<file path="src/rtl/serial_frame_router_if.sv">
// Serial frame router bus: strobed serial input plus per-channel serial outputs and status.
//   clk_en         bit strobe from the pin logic
//   ser_in         serial data in
//   ser_out        per-channel serial data out (NUM_CH wide)
//   ser_out_valid  per-channel data-valid, at most one bit set
//   busy           frame in progress (ADDR/LEN/DATA/DONE)
//   done           one-cycle end-of-frame pulse
//   frame_cnt      completed-frame count
// master: the stream source and consumers side; slave: the router.
interface serial_frame_router_if #(
  parameter int unsigned CH_BITS = 2,
  parameter int unsigned CNT_W   = 8
);
  localparam int unsigned NUM_CH = 2 ** CH_BITS;

  logic              clk_en;
  logic              ser_in;
  logic [NUM_CH-1:0] ser_out;
  logic [NUM_CH-1:0] ser_out_valid;
  logic              busy;
  logic              done;
  logic [CNT_W-1:0]  frame_cnt;

  modport master (
    output clk_en, ser_in,
    input  ser_out, ser_out_valid, busy, done, frame_cnt
  );

  modport slave (
    input  clk_en, ser_in,
    output ser_out, ser_out_valid, busy, done, frame_cnt
  );
endinterface

</file>
<file path="src/rtl/serial_frame_router.sv">
// Serial frame router: hunts a programmable sync pattern on a strobed 1-bit stream, reads a
// channel address and a payload length (MSB first), then steers len+1 payload bits to the
// addressed serial output with zero latency.
//   clk  rising-edge clock
//   rst  synchronous active-low reset
//   bus  serial_frame_router_if slave modport (clk_en, ser_in in; ser_out, ser_out_valid,
//        busy, done, frame_cnt out)
module serial_frame_router #(
  parameter int unsigned          PAT_LEN  = 6,
  parameter logic [PAT_LEN-1:0]   PATTERN  = 6'b110101,
  parameter int unsigned          CH_BITS  = 2,
  parameter int unsigned          LEN_BITS = 4,
  parameter int unsigned          CNT_W    = 8
) (
  input logic                  clk,
  input logic                  rst,
  serial_frame_router_if.slave bus
);

  localparam int unsigned NUM_CH = 2 ** CH_BITS;
  localparam int unsigned HIST_W = PAT_LEN - 1;
  localparam int unsigned FILL_W = $clog2(PAT_LEN);
  localparam int unsigned ABIT_W = $clog2(CH_BITS + 1);
  localparam int unsigned LBIT_W = $clog2(LEN_BITS + 1);

  typedef enum logic [2:0] {
    S_HUNT = 3'd0,
    S_ADDR = 3'd1,
    S_LEN  = 3'd2,
    S_DATA = 3'd3,
    S_DONE = 3'd4
  } state_t;

  state_t              state;
  logic [HIST_W-1:0]   hist;
  logic [FILL_W-1:0]   fill;
  logic [CH_BITS-1:0]  addr;
  logic [LEN_BITS-1:0] len;
  logic [ABIT_W-1:0]   abit;
  logic [LBIT_W-1:0]   lbit;
  logic [LEN_BITS-1:0] pcnt;
  logic [CNT_W-1:0]    frame_cnt;
  logic                done_q;
  logic                busy_q;

  logic [PAT_LEN-1:0]  window;
  logic                match;
  logic [NUM_CH-1:0]   out_c;
  logic [NUM_CH-1:0]   valid_c;

  // Sliding window over the last PAT_LEN bits; fill guards against matching on stale zeros.
  assign window = {hist, bus.ser_in};
  assign match  = (window == PATTERN) && (fill == FILL_W'(HIST_W));

  // Frame FSM with its datapath registers; busy/done are registered alongside the state.
  always_ff @(posedge clk) begin
    if (!rst) begin
      state     <= S_HUNT;
      hist      <= '0;
      fill      <= '0;
      addr      <= '0;
      len       <= '0;
      abit      <= '0;
      lbit      <= '0;
      pcnt      <= '0;
      frame_cnt <= '0;
      done_q    <= 1'b0;
      busy_q    <= 1'b0;
    end else begin
      done_q <= 1'b0;
      case (state)
        S_HUNT: begin
          if (bus.clk_en) begin
            hist <= window[HIST_W-1:0];
            if (fill != FILL_W'(HIST_W)) begin
              fill <= fill + FILL_W'(1);
            end
            if (match) begin
              state  <= S_ADDR;
              abit   <= '0;
              busy_q <= 1'b1;
            end
          end
        end
        S_ADDR: begin
          if (bus.clk_en) begin
            addr <= CH_BITS'({addr, bus.ser_in});
            if (abit == ABIT_W'(CH_BITS - 1)) begin
              state <= S_LEN;
              lbit  <= '0;
            end else begin
              abit <= abit + ABIT_W'(1);
            end
          end
        end
        S_LEN: begin
          if (bus.clk_en) begin
            len <= LEN_BITS'({len, bus.ser_in});
            if (lbit == LBIT_W'(LEN_BITS - 1)) begin
              state <= S_DATA;
              pcnt  <= '0;
            end else begin
              lbit <= lbit + LBIT_W'(1);
            end
          end
        end
        S_DATA: begin
          // The routing itself is combinational; here only the payload bits are counted.
          if (bus.clk_en) begin
            if (pcnt == len) begin
              state  <= S_DONE;
              done_q <= 1'b1;
            end else begin
              pcnt <= pcnt + LEN_BITS'(1);
            end
          end
        end
        S_DONE: begin
          // Unconditional single cycle; the history is wiped so no match spans two frames.
          frame_cnt <= frame_cnt + CNT_W'(1);
          hist      <= '0;
          fill      <= '0;
          state     <= S_HUNT;
          busy_q    <= 1'b0;
        end
        default: begin
          state  <= S_HUNT;
          busy_q <= 1'b0;
        end
      endcase
    end
  end

  // Zero-latency payload steering; unselected lanes and all lanes outside DATA drive 0.
  always_comb begin
    out_c   = '0;
    valid_c = '0;
    if (rst && bus.clk_en && (state == S_DATA)) begin
      valid_c[addr] = 1'b1;
      out_c[addr]   = bus.ser_in;
    end
  end

  // Status is forced low while reset is held, including before the first reset edge.
  assign bus.ser_out       = out_c;
  assign bus.ser_out_valid = valid_c;
  assign bus.busy          = rst & busy_q;
  assign bus.done          = rst & done_q;
  assign bus.frame_cnt     = frame_cnt;

endmodule

</file>
<file path="src/flat_wrapper.sv">
// flat-port wrapper written by rule: the top's interface ports become plain ports
module serial_frame_router_flat 
#(
  parameter int unsigned          PAT_LEN  = 6,
  parameter logic [PAT_LEN-1:0]   PATTERN  = 6'b110101,
  parameter int unsigned          CH_BITS  = 2,
  parameter int unsigned          LEN_BITS = 4,
  parameter int unsigned          CNT_W    = 8
)
  (clk, rst, bus_clk_en, bus_ser_in, bus_ser_out, bus_ser_out_valid, bus_busy, bus_done, bus_frame_cnt);
  serial_frame_router_if #(.CH_BITS(CH_BITS), .CNT_W(CNT_W)) bus_i ();
  input logic clk;
  input logic rst;
  input wire logic [$bits(bus_i.clk_en)-1:0] bus_clk_en;
  input wire logic [$bits(bus_i.ser_in)-1:0] bus_ser_in;
  output wire logic [$bits(bus_i.ser_out)-1:0] bus_ser_out;
  output wire logic [$bits(bus_i.ser_out_valid)-1:0] bus_ser_out_valid;
  output wire logic [$bits(bus_i.busy)-1:0] bus_busy;
  output wire logic [$bits(bus_i.done)-1:0] bus_done;
  output wire logic [$bits(bus_i.frame_cnt)-1:0] bus_frame_cnt;
  assign bus_i.clk_en = bus_clk_en;
  assign bus_i.ser_in = bus_ser_in;
  assign bus_ser_out = bus_i.ser_out;
  assign bus_ser_out_valid = bus_i.ser_out_valid;
  assign bus_busy = bus_i.busy;
  assign bus_done = bus_i.done;
  assign bus_frame_cnt = bus_i.frame_cnt;
  serial_frame_router #(.PAT_LEN(PAT_LEN), .PATTERN(PATTERN), .CH_BITS(CH_BITS), .LEN_BITS(LEN_BITS), .CNT_W(CNT_W)) u_core (.clk(clk), .rst(rst), .bus(bus_i));
endmodule
</file>
<file path="config.mk">
export PLATFORM = sky130hd
export DESIGN_NAME = serial_frame_router_flat
export DESIGN_NICKNAME = d
export VERILOG_FILES = /design/src/rtl/serial_frame_router_if.sv /design/src/rtl/serial_frame_router.sv /design/src/flat_wrapper.sv
export SDC_FILE = /design/constraint.sdc
export NUM_CORES = 1
export LEC_CHECK = 0
export CORE_UTILIZATION = 37
export CTS_BUF_LIST = sky130_fd_sc_hd__clkbuf_8
export DETAILED_ROUTE_END_ITERATION = 16
export PLACE_DENSITY = 0.6
export SLEW_MARGIN = 5
export SYNTH_ARGS = -nofsm -noshare
export SYNTH_HDL_FRONTEND = slang
export SYNTH_SLANG_ARGS = --single-unit
</file>
<file path="constraint.sdc">
create_clock -name clk -period 1.6 [get_ports clk]
set_input_delay 0.4 -clock clk [delete_from_list [all_inputs] [get_ports clk]]
set_output_delay 0.4 -clock clk [all_outputs]
set_load 0.01 [all_outputs]
</file>
# Word-level counts from Yosys, hierarchy flattened
# Index checks and enable logic that the tools add are counted.
[totals]
ff_bits = 36
wordCells = 101
[op_classes]
add_sub_neg = 5
magnitude_cmp = 2
eq_ne = 22
muxes = 37
bitwise_logic = 4
n_reduce_logical = 20
[ops]
columns = ["cell", "count"]
rows = [
  ["two-way mux 3 bit", 14],
  ["two-way mux 4 bit", 6],
  ["AND reduction 5 bit", 3],
  ["inequality test 2 bit (second input constant)", 7],
  ["case mux 3 bit (2 select lines)", 2],
  ["case mux 3 bit (4 select lines)", 1],
  ["inequality test 2 x 1 -> 1 bit (second input constant)", 5],
  ["case mux 5 bit (2 select lines)", 1],
  ["== test 3 x 2 -> 1 bit (second input constant)", 3],
  ["AND reduction 3 bit", 3],
  ["adder 8 x 1 -> 8 bit (second input constant)", 1],
  ["two-way mux 2 bit", 4],
  ["case mux 4 bit (2 select lines)", 1],
  ["AND reduction 8 bit", 1],
  ["nonzero test 2 bit", 4],
  ["adder 3 x 1 -> 3 bit (second input constant)", 2],
  ["== test 3 bit (second input constant)", 2],
  ["== test 6 bit (second input constant)", 1],
  ["AND reduction 2 bit", 3],
  ["two-way mux 5 bit", 1],
  ["adder 4 x 1 -> 4 bit (second input constant)", 1],
  ["AND 4 bit", 1],
  ["== test 4 bit", 1],
  ["logical AND 1 bit", 4],
  ["14 further kinds", 18],
]

# Longest topological paths before layout
[depth]
ltp_word = 6
ltp_mapped = 6
ltp_nobuf = 6

# Worst setup path after synthesis
# OpenSTA, ideal clock, no wires.
[synth_timing]
kind = "flip-flop to output port"
from = "reg u_core.state[2]"
to = "out bus_ser_out[0]"
t_arrival_ns = 1.327
t_required_ns = 1.200
path_slack_ns = -0.127
path_stages_with_launch = 5
path_buffers = 1
cell_sequence = "dfxtp_1 > nand2b_1 > or3_1 > clkbuf_1 > nor3_1"
[synth_between]
elab_chain_cells = 3
[synth_rtl]
columns = ["element", "line", "source"]
rows = [
  ["from (decl)", "serial_frame_router.sv:34", "state_t state;"],
  ["from (signal assigned)", "serial_frame_router.sv:58", "state <= S_HUNT;"],
  ["from (signal assigned)", "serial_frame_router.sv:79", "state <= S_ADDR;"],
  ["from (signal assigned)", "serial_frame_router.sv:89", "state <= S_LEN;"],
  ["== test 3 x 2 -> 1 bit", "serial_frame_router.sv:138", "if (rst && bus.clk_en && (state == S_DATA)) begin"],
  ["logical AND 1 bit", "serial_frame_router.sv:138", ""],
  ["two-way mux 4 bit", "serial_frame_router.sv:138", ""],
  ["to (decl)", "flat_wrapper.sv:16", "output wire logic [$bits(bus_i.ser_out)-1:0] bus_ser_out;"],
]
# No other way between the ends.

# Worst setup path after layout
[layout_timing]
from = "reg u_core.state[2]"
to = "out bus_ser_out_valid[0]"
[layout_between]
elab_chain_cells = 3
[layout_rtl]
columns = ["element", "line", "source"]
rows = [
  ["== test 3 x 2 -> 1 bit", "serial_frame_router.sv:138", ""],
  ["logical AND 1 bit", "serial_frame_router.sv:138", ""],
  ["two-way mux 4 bit", "serial_frame_router.sv:138", ""],
  ["to (decl)", "flat_wrapper.sv:17", "output wire logic [$bits(bus_i.ser_out_valid)-1:0] bus_ser_out_valid;"],
]
# No other way between the ends.

==> impl_metrics.yaml <==
run_status:
  run_status: "finished, violations left"
  violations: "negative setup slack"
synthesis:
  synth_edf_count: 0
  synth_ff_type: "dfxtp_1"
  yosys-top-cells-area: "dfxtp_1 38%, mux2i_1 5.8%, nor2b_1 5.2%, ha_1 4.6%, and2_1 3.9%"
  seq_area_frac_synth: 0.3775
  synth_async_sr_flop_share: 0
  syn_area_um2: 1909
  postSynthCellCount: 220
  yosysWarnings: 0
  syn_nets: 231
  ys_top_cells_by_count: "36 x dfxtp_1, 16 x nand2_1, 16 x nor2_1, 16 x nor2b_1, 12 x and2_1"
  synth_top_area_cell: "dfxtp_1"
  ys_seq_elements: 36
  synth_top_area_share: 0.3775
  synth.distinct_cells: 47
  synth.most_common_cell: "dfxtp_1"
  avgSynthCellArea_um2: 8.679
hold_path:
  hp-class: "reg -> reg"
die:
  io_pins: 22
  num_rows: 25
  die_w_um: 73.84
  core_area_um2: 4848
  die_h_um: 73.84
  die-area_um2: 5452
  start_util: 0.3938
sta:
  hold_viol: 0
  max_freq_mhz: 545.2
  rsz0062_at_grt: "true"
  min_period_over_period: 1.146
  whs_ps: 467.2
  slew_headroom: 0.7246
  final-setup-viol-count: 12
  fin_crit_ps: 1834
  setup_ws_ps: -234.1
  worstMarginPinSlew_ps: 408.8
  skew_ps: 10.42
  final_max_slew_viol_count: 0
  tns_ps: -1696
power:
  pwr-share-seq: 0.497
  switching_share: 0.2214
  power_density_nw_per_um2: 693.3
  p_leak_nw: 1.136
  pwr-share-clk: 0.443
  internal_power_w: 0.001422
  p_switching_w: 0.0004045
  combinationalPowerShare: 0.059
  ir_drop_uv: 320.5
cts:
  cts_tree: "done"
  clockBufferDepth: 2
  cts_root_buf: "clkbuf_8"
  cts_buffers: 5
  worstSkewPairLatency_ps: 300
  cts_max_level: 2
  clkSinkCount: 36
  clkTransAtPathRegs_ps: 80
  cts_hold_buffers: 0
setup_path:
  endpoint_kind: "output pin"
  cp_max_fo: 5
  crit_required_ps: 1200
  path_class: "reg -> out"
  cp-start-kind: "flop"
  cp.arrival_ps: 1430
global_routing:
  overflow: 0
  grt_first_pass_wirelength_um: 7341
  antenna_found_initial: 0
  grt_pass1_vias: 1589
  grt_use_total: 0.1789
  grt_max_degree: 19
routing:
  drt.antenna.violating_nets: 0
  drt_iter0_drc: 48
  post_drt_wl_per_cell_um: 12.80
  vias: 1694
  wirelength_um: 4340
  post_drt_via_cell_ratio: 4.997
  dr.pass1.iters: 4
  drc: 0
placement:
  portBuffers: 21
  place_hpwl_um: 2887
  place_congestion: 0.7757
cells_and_area:
  drive_above_1_share: 0.3088
  fill_cells: 467
  nets: 282
  areaGrowthSynthToFinish_pct: 38.01
  antenna_cells: 0
  post-route-util: 0.5435
flow_run:
  max-cap-violations: 0
==> cells by family (layout without fill, tap and decap cells) <==
kind of cell	Yosys count	count (layout)	share of synthesized area
flops	36	36	0.3775
mux	11	11	0.05767
compound gates	36	36	0.1304
simple gates	100	100	0.2982
buf+inv	20	72	0.04457
xor+xnor	10	10	0.04587
fa+ha+maj	7	7	0.04587
==> cell usage in the layout (no fill, tap or decap), drive strengths merged, types with 2 or more instances in the layout <==
cell / n
nor2b: 16
o21ai: 11
and2: 12
nand3: 3
nand4: 6
xnor2: 4
inv: 7
dlymetal6s2s: 2
dlygate4sd2: 10
nor3b: 3
a22oi: 5
or3b: 3
dfxtp: 36
ha: 7
mux2i: 11
nand2b: 3
nor2: 16
xor2: 6
and3: 2
a21boi: 5
buf: 44
or3: 4
clkbuf: 5
nor3: 9
nand2: 16
a21oi: 4
a31oi: 3
==> sequential cells by signal, summed over array words and instances, names as in the netlist <==
| register | cells |
|---|---|
| u_core.abit | 2 |
| u_core.addr | 2 |
| u_core.bus.frame_cnt | 8 |
| u_core.busy_q | 1 |
| u_core.done_q | 1 |
| u_core.fill | 3 |
| u_core.hist | 5 |
| u_core.lbit | 3 |
| u_core.len | 4 |
| u_core.pcnt | 4 |
| u_core.state | 3 |
==> per-stage QoR <==
stage,std cells,area (um^2),setup WS (ps),power (W)
2_1_floorplan,220,1947,-3.638,0.0009762
3_3_place_gp,323,2391,-902.0,0.001012
3_5_place_dp,323,2391,-910.8,0.001013
4_1_cts,337,2590,-252.7,0.001843
5_1_grt,339,2635,-294.4,0.001898
6_report,339,2635,-234.1,0.001827
==> layer usage <==
metal,share of wire,up-vias,routed length (um),track usage
met5,0,-,0,0
met4,0.015,0,64,0.06410
met3,0.031,7,136,0.04252
met2,0.44,25,1917,0.2956
met1,0.51,791,2222,0.2258
li1,-,871,-,-
==> critical path: stages (launching register included) <==
cell      delay [ps]
dfxtp_2          340
nand2b_4         130
or3_4            370
nor3_2           150
buf_2            140
==> cell type report <==
| class | instances | area (um^2) | share of cell area |
|---|---|---|---|
| multi-input combinational | 164 | 1205 | 0.4573 |
| clock inverter | 3 | 42.54 | 0.01614 |
| clock buffer | 5 | 68.82 | 0.02612 |
| tap | 67 | 83.83 | 0.03181 |
| sequential | 36 | 733.2 | 0.2783 |
| inverter | 7 | 26.28 | 0.009971 |
| timing repair buffer | 57 | 475.5 | 0.1804 |
==> power groups by stage <==
stage | Clock, W | Sequential [W] | Combinational [W]
after floorplan | 0 | 0.000928 | 0.0000479
after global placement | 0 | 0.000929 | 0.0000823
after detailed placement | 0 | 0.000930 | 0.0000831
after CTS | 0.000827 | 0.000908 | 0.000108
after global routing | 0.000870 | 0.000909 | 0.000118
final | 0.000810 | 0.000908 | 0.000109
==> final timing paths <==
path / from / endpoint / slack [ps] / cells after the start
worst min register to register: u_core.abit[1]$_SDFFE_PN0P_ / u_core.abit[1]$_SDFFE_PN0P_ / 470 / 2
worst min-delay path: u_core.abit[1]$_SDFFE_PN0P_ / u_core.abit[1]$_SDFFE_PN0P_ / 470 / 2
worst max register to register: u_core.pcnt[0]$_SDFFE_PN0P_ / u_core.pcnt[0]$_SDFFE_PN0P_ / -50 / 5
worst max-delay path: u_core.state[2]$_SDFFE_PN0P_ / bus_ser_out_valid[0] / -230 / 4
==> what timing repair did <==
item                       4_1_cts  5_1_grt
setup endpoints to repair       23       24
cloned                           1        0
resized for setup               66       12
pin swaps                        8        5
buffers inserted                 5        2
(Power assumes the default switching activity.)
